[src/rtl/pid_pkg.sv]
// ============================================================================
// pid_pkg : shared widths, default timing constants and saturation status
// Revision: 1.0
// ============================================================================
`default_nettype none

package pid_pkg;

   localparam int PID_DATA_W       = 16;
   localparam int PID_PERIOD_DEF   = 1000;
   localparam int PID_DEADTIME_DEF = 4;

   typedef enum logic [1:0] {
      SAT_NONE = 2'd0,
      SAT_HI   = 2'd1,
      SAT_LO   = 2'd2
   } sat_t;

   // Sign-extended sample against a non-negative limit; negative inputs can never alias high.
   function automatic sat_t sat_classify(
      input logic signed [PID_DATA_W:0] sample,
      input logic signed [PID_DATA_W:0] limit
   );
      if (sample[PID_DATA_W]) begin
         return SAT_LO;
      end
      if (sample > limit) begin
         return SAT_HI;
      end
      return SAT_NONE;
   endfunction

endpackage

`default_nettype wire

[src/rtl/pid_deadband.sv]
// ============================================================================
// pid_deadband : delays rising edges by DEADTIME cycles, passes falling edges
//                immediately; pulses not longer than DEADTIME are swallowed
// Revision: 1.0
// ============================================================================
`default_nettype none

module pid_deadband
   import pid_pkg::*;
#(
   parameter int DEADTIME = PID_DEADTIME_DEF
) (
   input  logic clk,
   input  logic reset,
   input  logic drive_req_next,
   output logic drive
);

   localparam int                 c_len_w   = $clog2(DEADTIME + 2);
   localparam logic [c_len_w-1:0] c_len_max = c_len_w'(DEADTIME + 1);
   localparam logic [c_len_w-1:0] c_len_one = c_len_w'(1);

   logic [c_len_w-1:0] r_len;
   logic [c_len_w-1:0] w_len_next;
   logic               r_drive;

   // Length of the current high streak of the request, saturating once the dead-band has elapsed.
   always_comb begin
      w_len_next = '0;
      if (drive_req_next) begin
         w_len_next = (r_len == c_len_max) ? r_len : r_len + c_len_one;
      end
   end

   always_ff @(posedge clk or negedge reset) begin
      if (!reset) begin
         r_len   <= '0;
         r_drive <= 1'b0;
      end else begin
         r_len   <= w_len_next;
         r_drive <= (w_len_next == c_len_max);
      end
   end

   assign drive = r_drive;

endmodule

`default_nettype wire

[src/rtl/pid_pwm_driver.sv]
// ============================================================================
// pid_pwm_driver : saturates a signed PID output into a shadow duty that is
//                  applied at period boundaries; optional dead-band with
//                  complementary drive under macro PID_PWM_DEADTIME_EN
// Revision: 1.0
// ============================================================================
`default_nettype none

module pid_pwm_driver
   import pid_pkg::*;
#(
   parameter int PERIOD   = PID_PERIOD_DEF,
   parameter int DEADTIME = PID_DEADTIME_DEF
) (
   input  logic                  clk,
   input  logic                  reset,
   input  logic [PID_DATA_W-1:0] pid_out,
   input  logic                  in_valid,
   output logic                  pwm,
`ifdef PID_PWM_DEADTIME_EN
   output logic                  pwm_n,
`endif
   output logic                  period_start,
   output logic [PID_DATA_W-1:0] duty,
   output logic                  sat_hi,
   output logic                  sat_lo
);

   localparam logic [PID_DATA_W-1:0]        c_last   = PID_DATA_W'(PERIOD - 1);
   localparam logic [PID_DATA_W-1:0]        c_period = PID_DATA_W'(PERIOD);
   localparam logic signed [PID_DATA_W:0]   c_limit  = (PID_DATA_W + 1)'(PERIOD);

   if (PERIOD < 2 || PERIOD > 65535 || DEADTIME < 0) begin : g_param_err
      $error("pid_pwm_driver: PERIOD must be 2..65535 and DEADTIME non-negative");
   end

   logic                   r_started;
   logic [PID_DATA_W-1:0]  r_cnt;
   logic [PID_DATA_W-1:0]  r_shadow;
   logic [PID_DATA_W-1:0]  r_duty;
   logic                   r_period_start;
   sat_t                   r_sat;

   logic [PID_DATA_W-1:0]  w_cnt_next;
   logic [PID_DATA_W-1:0]  w_duty_next;
   logic                   w_raw_next;
   logic signed [PID_DATA_W:0] w_sample;
   sat_t                   w_sat_class;
   logic [PID_DATA_W-1:0]  w_sat_value;

   // The first edge after reset release only arms the counter, so that cycle shows cnt==0.
   always_comb begin
      w_cnt_next  = r_cnt;
      w_duty_next = r_duty;
      if (r_started) begin
         if (r_cnt == c_last) begin
            w_cnt_next  = '0;
            w_duty_next = r_shadow;
         end else begin
            w_cnt_next = r_cnt + PID_DATA_W'(1);
         end
      end
   end

   // Compare on next-state values so the registered drive lines up with the counter.
   assign w_raw_next = (w_cnt_next < w_duty_next);

   assign w_sample    = {pid_out[PID_DATA_W-1], pid_out};
   assign w_sat_class = sat_classify(w_sample, c_limit);

   always_comb begin
      w_sat_value = pid_out;
      case (w_sat_class)
         SAT_LO:  w_sat_value = '0;
         SAT_HI:  w_sat_value = c_period;
         default: w_sat_value = pid_out;
      endcase
   end

   always_ff @(posedge clk or negedge reset) begin
      if (!reset) begin
         r_started      <= 1'b0;
         r_cnt          <= '0;
         r_shadow       <= '0;
         r_duty         <= '0;
         r_period_start <= 1'b0;
         r_sat          <= SAT_NONE;
      end else begin
         r_started      <= 1'b1;
         r_cnt          <= w_cnt_next;
         r_duty         <= w_duty_next;
         r_period_start <= (w_cnt_next == '0);
         if (in_valid) begin
            r_shadow <= w_sat_value;
            r_sat    <= w_sat_class;
         end
      end
   end

   assign period_start = r_period_start;
   assign duty         = r_duty;
   assign sat_hi       = (r_sat == SAT_HI);
   assign sat_lo       = (r_sat == SAT_LO);

`ifdef PID_PWM_DEADTIME_EN
   logic w_raw_n_next;

   assign w_raw_n_next = ~w_raw_next;

   pid_deadband #(
      .DEADTIME (DEADTIME)
   ) u_deadband_hi (
      .clk            (clk),
      .reset          (reset),
      .drive_req_next (w_raw_next),
      .drive          (pwm)
   );

   pid_deadband #(
      .DEADTIME (DEADTIME)
   ) u_deadband_lo (
      .clk            (clk),
      .reset          (reset),
      .drive_req_next (w_raw_n_next),
      .drive          (pwm_n)
   );
`else
   logic r_raw;

   always_ff @(posedge clk or negedge reset) begin
      if (!reset) begin
         r_raw <= 1'b0;
      end else begin
         r_raw <= w_raw_next;
      end
   end

   assign pwm = r_raw;
`endif

endmodule

`default_nettype wire

[config.mk]
export PLATFORM = sky130hd
export DESIGN_NAME = pid_pwm_driver
export DESIGN_NICKNAME = d
export VERILOG_FILES = /design/src/rtl/pid_pkg.sv /design/src/rtl/pid_deadband.sv /design/src/rtl/pid_pwm_driver.sv
export SDC_FILE = /design/constraint.sdc
export NUM_CORES = 1
export LEC_CHECK = 0
export CORE_ASPECT_RATIO = 1.75
export CORE_MARGIN = 3
export CORE_UTILIZATION = 49
export CTS_CLUSTER_DIAMETER = 50
export DETAILED_ROUTE_END_ITERATION = 8
export PLACE_DENSITY = 0.8
export SLEW_MARGIN = 15
export SYNTH_ARGS = -nofsm -noshare
export SYNTH_HDL_FRONTEND = slang
export SYNTH_HIERARCHICAL = 1
export SYNTH_SLANG_ARGS = --single-unit
[constraint.sdc]
create_clock -name clk -period 3 [get_ports clk]
set_input_delay 0.6 -clock clk [delete_from_list [all_inputs] [get_ports clk]]
set_output_delay 0.6 -clock clk [all_outputs]
set_load 0.05 [all_outputs]
* After elaboration in Yosys (flattened, before gate mapping)
Cells that the tools add are included.
W data, S select, Z words.
** Operators by class
- Add/sub/neg operators :: 1
- $lt $le $gt $ge :: 2
- Equal/unequal tests :: 5
- Mux-type cells :: 12
- Reduce and logical (&&, ||, !) cells :: 1
** Operators by type and width (number)
- $mux W16 :: 4
- $pmux W16 S2 :: 1
- $add A16 B1 Y16 const B :: 1
- $eq A16 B10 Y1 const B :: 1
- $gt A16 B11 Y1 const B :: 1
- $logic_not A16 Y1 :: 1
- $lt A16 B16 Y1 :: 1
- $mux W2 :: 4
- $eq A2 B1 Y1 const B :: 2
- $eq A2 B2 Y1 const B :: 2
- $mux W1 :: 3
** Storage, ports and cells
- Bits in registers :: 53
- Bits of input ports :: 19
- Output and inout port bits :: 20
- Logic and storage cells :: 28

* Depth between registers and ports, before layout
Gate-level depths: netlist (run 1).
- Depth in word-level cells :: 7
- Gate-level depth with buffers :: 14

* Worst setup path before layout (run 1)
No wires, ideal clock.
- Path kind :: register to register
- From :: register r_cnt[13]
- To :: register r_raw, in the netlist pwm
- Setup time :: 0.126 ns
- Arrival :: 2.972 ns
- Setup slack :: -0.098 ns
- Stages on the path, launching flop included :: 12
- Path through :: dfrtp_1 > or4b_1 > or4_1 > buf_2 > buf_2 > nor2_1 > a21oi_1 > ha_1 > nand4_1 > or2_2 > or2_2 > o311a_1
** On the way
- Longest elaborated chain between the ends :: 4
- Elaborated cells between the ends (all ways) :: 7
** Ends and longest elaborated chain
- start: declaration :: RTL line pid_pwm_driver.sv:38 : logic [PID_DATA_W-1:0] r_cnt;
- start signal: assignment :: RTL line pid_pwm_driver.sv:90 : r_cnt <= w_cnt_next;
- $add A16 B1 Y16 or $eq A16 B10 Y1 (tied branches) :: RTL line pid_pwm_driver.sv:60, pid_pwm_driver.sv:56
- $mux W16 :: RTL line pid_pwm_driver.sv:56 : if (r_cnt == c_last) begin
- $mux W16 :: RTL line pid_pwm_driver.sv:55 : if (r_started) begin
- $lt A16 B16 Y1 * :: RTL line pid_pwm_driver.sv:66 : assign w_raw_next = (w_cnt_next < w_duty_next);
- net w_raw_next :: RTL line pid_pwm_driver.sv:46 : logic w_raw_next;
- end signal: assignment :: RTL line pid_pwm_driver.sv:134 : r_raw <= w_raw_next;
- end: declaration :: RTL line pid_pwm_driver.sv:128 : logic r_raw;
Mark *: on every way through the listed nets, which the timed path passes. The rest lies on a longest branch.
A chain may end at the register's enable or synchronous reset.

* Final worst setup path (run 1)
- From :: register r_cnt[3]
- To :: register r_raw, in the netlist pwm
The elaborated chain is that of the path after synthesis.

==> key figures, run 1 <==
Global routing
  – Top Usage Layer GRT: met2
  – GR Overflow Total: 0
  – Largest net degree at the start of global routing: 38
  – Initial antenna violation count: 0
  – Met1 usage: 0.240
  – Global Route met2 Usage: 0.418
  – Global-route wire length before repair: 11900 um
  – Vias in the first global route: 2562
  – Overall routing resource usage: 0.227
  – M3 GR Usage: 0.0373

Final layout
  – Layout area overhead: 32.6%
  – Most common cell after layout, fill and taps aside: dfrtp_1
  – Most frequent cells in the layout: dfrtp_1, clkdlybuf4s50_1, nand2_1
  – Inserted Diodes: 0
  – Ratio of cells with drive above 1 in the final layout: 0.166
  – Post-route cell area: 3690 um^2
  – Nets@finish: 384

STA
  – FMAX: 331 MHz
  – RSZ-0062 raised after global routing: true
  – Final Cycle Share: 1.01
  – Worst-Margin Slew: 0.667 ns
  – Clk_skew: 0.00402 ns
  – Fin. max-slew vios: 0
  – Setup ws final: -0.0240 ns
  – Final setup violation count: 1
  – Final min period: 3.02 ns
  – Slew Limit Headroom: 0.551
  – Final hold violation count: 0

Clocking
  – CTS tree: done
  – CTS root buf: clkbuf_8
  – Post-CTS Hold Buffers: 0
  – Clock slew at reported path FFs: 0.09 ns
  – Clock Latency Late Sink: 0.30 ns
  – Clock Sink Count: 53
  – Clk buf depth: 2
  – H-tree depth: 2
  – Num CTS Buffers: 5

Placed design
  – Dpl hpwl: 4740 um
  – Cell Area, Placed: 3380 um^2
  – Input/output buffers: 38
  – Pre-CTS WS: -0.0532 ns
  – Gp weighted congestion: 0.931

Routing
  – Post-DRT Antenna Nets: 0
  – Initial DRC count: 104
  – 1st-pass router iterations: 4
  – Total wire length: 7030 um
  – Number of remaining DRC errors: 0
  – Post-DR vias/cell: 5.68
  – Vias: 2407
  – DR WL/cell: 16.6 um

Critical path
  – Crit path max fanout: 6
  – Slowest cell delay on critical path: 0.59 ns
  – Crit-path cells: or4_4, or4_4, bufbuf_16, nand2_1, and2_4, ha_1, nand4_1, or2_4, or2_4, o311a_1
  – Crit path required time: 3.19 ns
  – Slowest library cell on the worst path: or4_4
  – Startpoint Class: register
  – Worst setup path class: reg2reg
  – Reg2Reg Setup Slack: -0.02 ns
  – CP endpoint kind: register
  – Worst path arrival time: 3.22 ns

Synthesis
  – Ys flop type: dfrtp_1
  – Register bit total from synthesis: 53
  – Post-synthesis instance area: 2790 um^2
  – Number of flops mapped to enable cells by yosys: 0
  – Mapped Nets: 323
  – Synthesis Warnings: 6
  – Asr flop ratio synth: 1.00
  – Synth Area per Inst: 9.68 um^2
  – Post-synthesis sequential area ratio: 0.476
  – Library cells used by synthesis: 42
  – Cells after synthesis: 288

Hold path
  – HP Class: in2async

Die
  – Ports: 39
  – Die ar.: 6660 um^2
  – Initial Util: 0.517
  – Number of cell rows: 35
  – Chip width: 63.0 um
  – Die height: 106 um
  – Core box area: 5390 um^2

Pwr
  – Leakage: 1.79 nW
  – Peak supply drop: 0.409 mV
  – Power Total: 2.10 mW
  – PD cells: 568 nW/um^2

Run
  – Max cap viols: 0

Outcome
  – Outcome: complete, but fails checks
  – Failing checks: setup timing
[area by class of cell]
| cell class | instances | area [um^2] |
|---|---|---|
| Clock inverter | 3 | 65.1 |
| Multi-Input combinational cell | 198 | 1400 |
| Clock buffer | 5 | 68.8 |
| Fill cell | 401 | 1690 |
| Sequential cell | 53 | 1330 |
| Inverter | 28 | 105 |
| Tap cell | 74 | 92.6 |
| Timing Repair Buffer | 63 | 638 |
[where the power goes]
part           switching, mW  total, mW  internal [mW]
Combinational          0.371      0.711          0.340
Clock                  0.222      0.554          0.331
Sequential            0.0515      0.832          0.780
Total                  0.645       2.10           1.45
[stage by stage]
step / setup TNS (ns) / hold slack [ns] / cells / utilization
final: -0.0240 / 0.208 / 424 / 0.686
after global placement: -0.00526 / 0.484 / 410 / 0.627
after CTS: 0 / 0.215 / 422 / 0.680
after global routing: -0.104 / 0.223 / 424 / 0.686
after detailed placement: -0.0532 / 0.485 / 410 / 0.627
after floorplan: 0 / 0.304 / 288 / -
[state kept, by name, summed over array words and instances, names as in the netlist]
signal        flops
duty             16
r_cnt            16
r_shadow         16
r_sat             2
period_start      1
pwm               1
r_started         1
[Yosys cell counts (2+ instances only)]
cell	count	area, um^2
or2_2	4	25.0
a21o_1	6	45.0
dfrtp_1	53	1330
or3_1	4	25.0
nand3_1	5	25.0
nand4_1	9	56.3
or4_1	2	15.0
nor2b_1	9	56.3
a21oi_1	10	50.1
nand4b_1	3	26.3
mux2_2	3	33.8
a31oi_1	3	18.8
o31ai_1	2	15.0
nor4_1	7	43.8
xnor2_1	9	78.8
ha_1	16	200
mux2i_1	3	30.0
a22o_1	4	35.0
buf_2	6	30.0
o211ai_1	5	37.5
o21ai_0	8	40.0
nand2_1	34	128
and3_1	2	12.5
nor3_1	6	30.0
xor2_1	6	52.6
and2_1	8	50.1
inv_1	28	105
and4_1	2	17.5
nor2_1	16	60.1
clkbuf_1	3	11.3
[critical path: cells and delay by family (launching register included)]
kind / cells / cell delay (ns)
flops: 1 / 0.40
simple gates: 7 / 1.93
fa+ha+maj: 1 / 0.17
buf+inv: 1 / 0.30
compound gates: 1 / 0.12
[logic make-up after synthesis]
kind of cell | synth area share
xor gates and xnor gates | 0.0472
muxes | 0.0229
buffers and inverters | 0.0525
DFF | 0.476
and+or+nand+nor | 0.211
adders and majority gates | 0.0718
other | 0.00135
AOI/OAI and AO/OA | 0.117
[per-layer routing]
layer	vias to the layer above	share of wire	wire (um)
met5	-	0	0
met4	0	0.045	319
met3	25	0.039	275
met2	77	0.55	3850
met1	1182	0.37	2590
li1	1123	-	-
[timing repair]
action / in CTS / in global routing
hold endpoints to repair: 0 / 0
endpoints found under the setup margin: 1 / 1
setup buffers: 2 / 2
resized for setup: 17 / 3
pin swaps: 6 / 6
gates cloned: 2 / 0
[final timing paths]
| check | start | end | depth (start not counted) |
|---|---|---|---|
| min | reset | duty[1]$_DFF_PN0_ | 1 |
| max in group asynchronous | reset | r_cnt[6]$_DFF_PN0_ | 2 |
| max reg2reg | r_cnt[3]$_DFF_PN0_ | pwm$_DFF_PN0_ | 10 |
| min in group clk | r_shadow[10]$_DFFE_PN0P_ | r_shadow[10]$_DFFE_PN0P_ | 1 |
| max | r_cnt[3]$_DFF_PN0_ | pwm$_DFF_PN0_ | 10 |
| min reg2reg | r_shadow[10]$_DFFE_PN0P_ | r_shadow[10]$_DFFE_PN0P_ | 1 |
Power figures use the tool's default switching activity.
==> run 2: changes to the inputs <==
- CORE_ASPECT_RATIO: 1.75 -> 0.75
- CORE_MARGIN: 3 -> not set
==> key figures, run 2 (synthesis results as in run 1) <==
Outcome
  – Outcome: complete, but fails checks
  – Failing checks: setup timing

Placed design
  – Dpl hpwl: 5030 um (+6.2%)
  – Input/output buffers: 38 (unchanged)
  – Dpl cells: 415 (+1.2%)
  – Gp weighted congestion: 0.902 (-3.1%)
  – Cell Area, Placed: 3410 um^2 (+0.93%)

Die
  – Die height: 67.3 um (-36%)
  – Ports: 39 (unchanged)
  – Number of cell rows: 23 (-34%)
  – Chip width: 89.1 um (+41%)
  – Initial Util: 0.515 (-0.00227)
  – Core box area: 5410 um^2 (+0.44%)
  – Die ar.: 6000 um^2 (-10%)

Clocking
  – CTS root buf: clkbuf_8
  – Clk buf depth: 2 (unchanged)
  – H-tree depth: 2 (unchanged)
  – CTS tree: done
  – Clock slew at reported path FFs: 0.11 ns (+0.02 ns)
  – Num CTS Buffers: 5 (unchanged)
  – Clock Latency Late Sink: 0.32 ns (+0.02 ns)
  – Clock Sink Count: 53 (unchanged)

Pwr
  – Peak supply drop: 0.340 mV (-17%)
  – Leakage: 1.80 nW (+0.30%)
  – PD cells: 533 nW/um^2 (-6.1%)
  – Power Total: 2.00 mW (-4.4%)
  – Comb pwr share: 0.371 (+0.032)
  – Clock power frac: 0.213 (-0.051)
  – Sequential fraction of design power: 0.416 (+0.019)
  – Sw power: 0.699 mW (+8.4%)
  – Switching Fraction: 0.349 (+0.0409)
  – Internal: 1.31 mW (-10%)

Routing
  – 1st-pass router iterations: 4 (unchanged)
  – Number of remaining DRC errors: 0 (unchanged)
  – DR WL/cell: 16.2 um (-2.1%)
  – Vias: 2404 (-0.12%)
  – Post-DRT Antenna Nets: 0 (unchanged)
  – Total wire length: 7040 um (+0.19%)
  – Post-DR vias/cell: 5.54 (-2.4%)
  – Initial DRC count: 157 (+51%)

Final layout
  – Most frequent cells in the layout: dfrtp_1, clkdlybuf4s50_1, nand2_1
  – Inserted Diodes: 0 (unchanged)
  – Ratio of cells with drive above 1 in the final layout: 0.201 (+0.0348)
  – Post-route cell area: 3760 um^2 (+1.9%)
  – Finished Layout Cells: 434 (+2.4%)
  – Layout area overhead: 35.1%
  – Most common cell after layout, fill and taps aside: dfrtp_1
  – Nets@finish: 393 (+2.3%)

STA
  – Final hold violation count: 0 (unchanged)
  – Final Cycle Share: 1.02 (+0.0119)
  – Clk_skew: 0.0154 ns (+0.0114 ns)
  – Final setup violation count: 1 (unchanged)
  – Setup ws final: -0.0599 ns (-0.0358 ns)
  – Final min period: 3.06 ns (+0.0358 ns)
  – Fin. max-slew vios: 0 (unchanged)
  – FMAX: 327 MHz (-1.2%)
  – RSZ-0062 raised after global routing: true
  – Worst-Margin Slew: 0.693 ns (+0.0256 ns)
  – Worst hold margin: 0.377 ns (+0.169 ns)
  – Slew Limit Headroom: 0.537 (-0.0144)

Global routing
  – GR Overflow Total: 0 (unchanged)
  – Overall routing resource usage: 0.243 (+0.0154)
  – Largest net degree at the start of global routing: 54 (+42%)
  – Initial antenna violation count: 0 (unchanged)
  – Global-route wire length before repair: 10800 um (-8.9%)
  – Vias in the first global route: 2262 (-12%)

Critical path
  – Slowest cell delay on critical path: 0.54 ns (-0.05 ns)
  – Worst path arrival time: 3.28 ns (+0.06 ns)
  – Reg2Reg Depth: 10 (unchanged)
  – Startpoint Class: register
  – Crit path max fanout: 9 (+3)
  – Crit path from: r_cnt[12]$_DFF_PN0_
  – CP Capture Point: pwm$_DFF_PN0_
  – WP buf/inv: 2 (+1)
  – CP endpoint kind: register
  – Crit path max-delay family: simple AND/OR/NAND/NOR gates
  – Slowest library cell on the worst path: or4_4
  – Crit-path cells: or4_4, buf_4, nor4_4, buf_6, nor2_1, mux2_2, ha_4, nand4_1, or2_4, o311a_1
  – Crit path required time: 3.22 ns (+0.03 ns)
  – Reg2Reg Setup Slack: -0.06 ns (-0.04 ns)
  – Reg-to-Reg End: pwm$_DFF_PN0_
  – WP depth: 10 (unchanged)
  – Worst setup path class: reg2reg
  – FF-to-FF Start: r_cnt[12]$_DFF_PN0_

Hold path
  – HP Class: in2async

Run
  – Max cap viols: 0 (unchanged)
-- run 2: changes by cell type in the layout (fill, tap and decap cells not counted), moves of 2 or more --
| cell | before | now |
|---|---|---|
| buf_4 | 21 | 28 |
| nor2_4 | 0 | 2 |
| bufinv_16 | 2 | 0 |
| buf_6 | 0 | 2 |
| clkbuf_16 | 0 | 2 |
| bufbuf_16 | 2 | 0 |
| a21oi_2 | 2 | 5 |
| a21oi_1 | 8 | 5 |
-- run 2: timing repair --
item	CTS	global route
buffers inserted	3	6
pin swaps	2	17
endpoints found under the setup margin	1	1
cloned	0	2
hold buffers	0	0
gates resized for setup	11	19
-- run 2: power groups by stage --
| stage | Combinational, mW | Clock [mW] | Sequential [mW] |
|---|---|---|---|
| after global placement | 0.633 | 0 | 0.842 |
| after detailed placement | 0.657 | 0 | 0.846 |
| after global routing | 0.816 | 0.459 | 0.841 |
| after CTS | 0.697 | 0.432 | 0.832 |
| final | 0.744 | 0.426 | 0.834 |
| after floorplan | 0.370 | 0 | 0.889 |
-- run 2: area by class of cell --
class                   instances  area, um^2
multi-input cells             198        1450
well taps                      75        93.8
clock inverters                 3        25.0
repair buffers                 72         698
flip-flops and latches         53        1330
inverters                      28         105
clock buffers                   5        68.8
fillers                       430        1650
-- run 2: worst min path at each step --
stage	startpoint	to	slack, ns	cells after the start
after floorplan	reset	duty[0]$_DFF_PN0_	0.30	0
after global placement	r_shadow[11]$_DFFE_PN0P_	duty[11]$_DFF_PN0_	0.48	2
after detailed placement	duty[11]$_DFF_PN0_	duty[11]$_DFF_PN0_	0.49	2
after CTS	reset	r_cnt[11]$_DFF_PN0_	0.41	2
after global routing	reset	period_start$_DFF_PN0_	0.45	2
final	reset	period_start$_DFF_PN0_	0.38	2
-- run 2: stage by stage --
step	setup TNS [ns]	util	worst slack, ns
6_report	-0.0599	0.696	-0.0599
2_1_floorplan	0	-	0.0179
3_3_place_gp	-0.0499	0.630	-0.0499
5_1_grt	-0.104	0.696	-0.104
4_1_cts	0	0.661	0.00372
3_5_place_dp	-0.146	0.630	-0.146
-- run 2: per-layer routing --
layer / GRT usage / vias up / wire length, um
met5: 0 / - / 0
met4: 0.0893 / 0 / 151
met3: 0.0575 / 16 / 382
met2: 0.369 / 75 / 3230
met1: 0.339 / 1169 / 3270
li1: - / 1144 / -
==> run 3: changes to the inputs <==
- CAP_MARGIN: not set -> 15
- SLEW_MARGIN: 15 -> 30
==> results of run 3 <==
Final layout, timing and power as in run 2 (identical DEF).
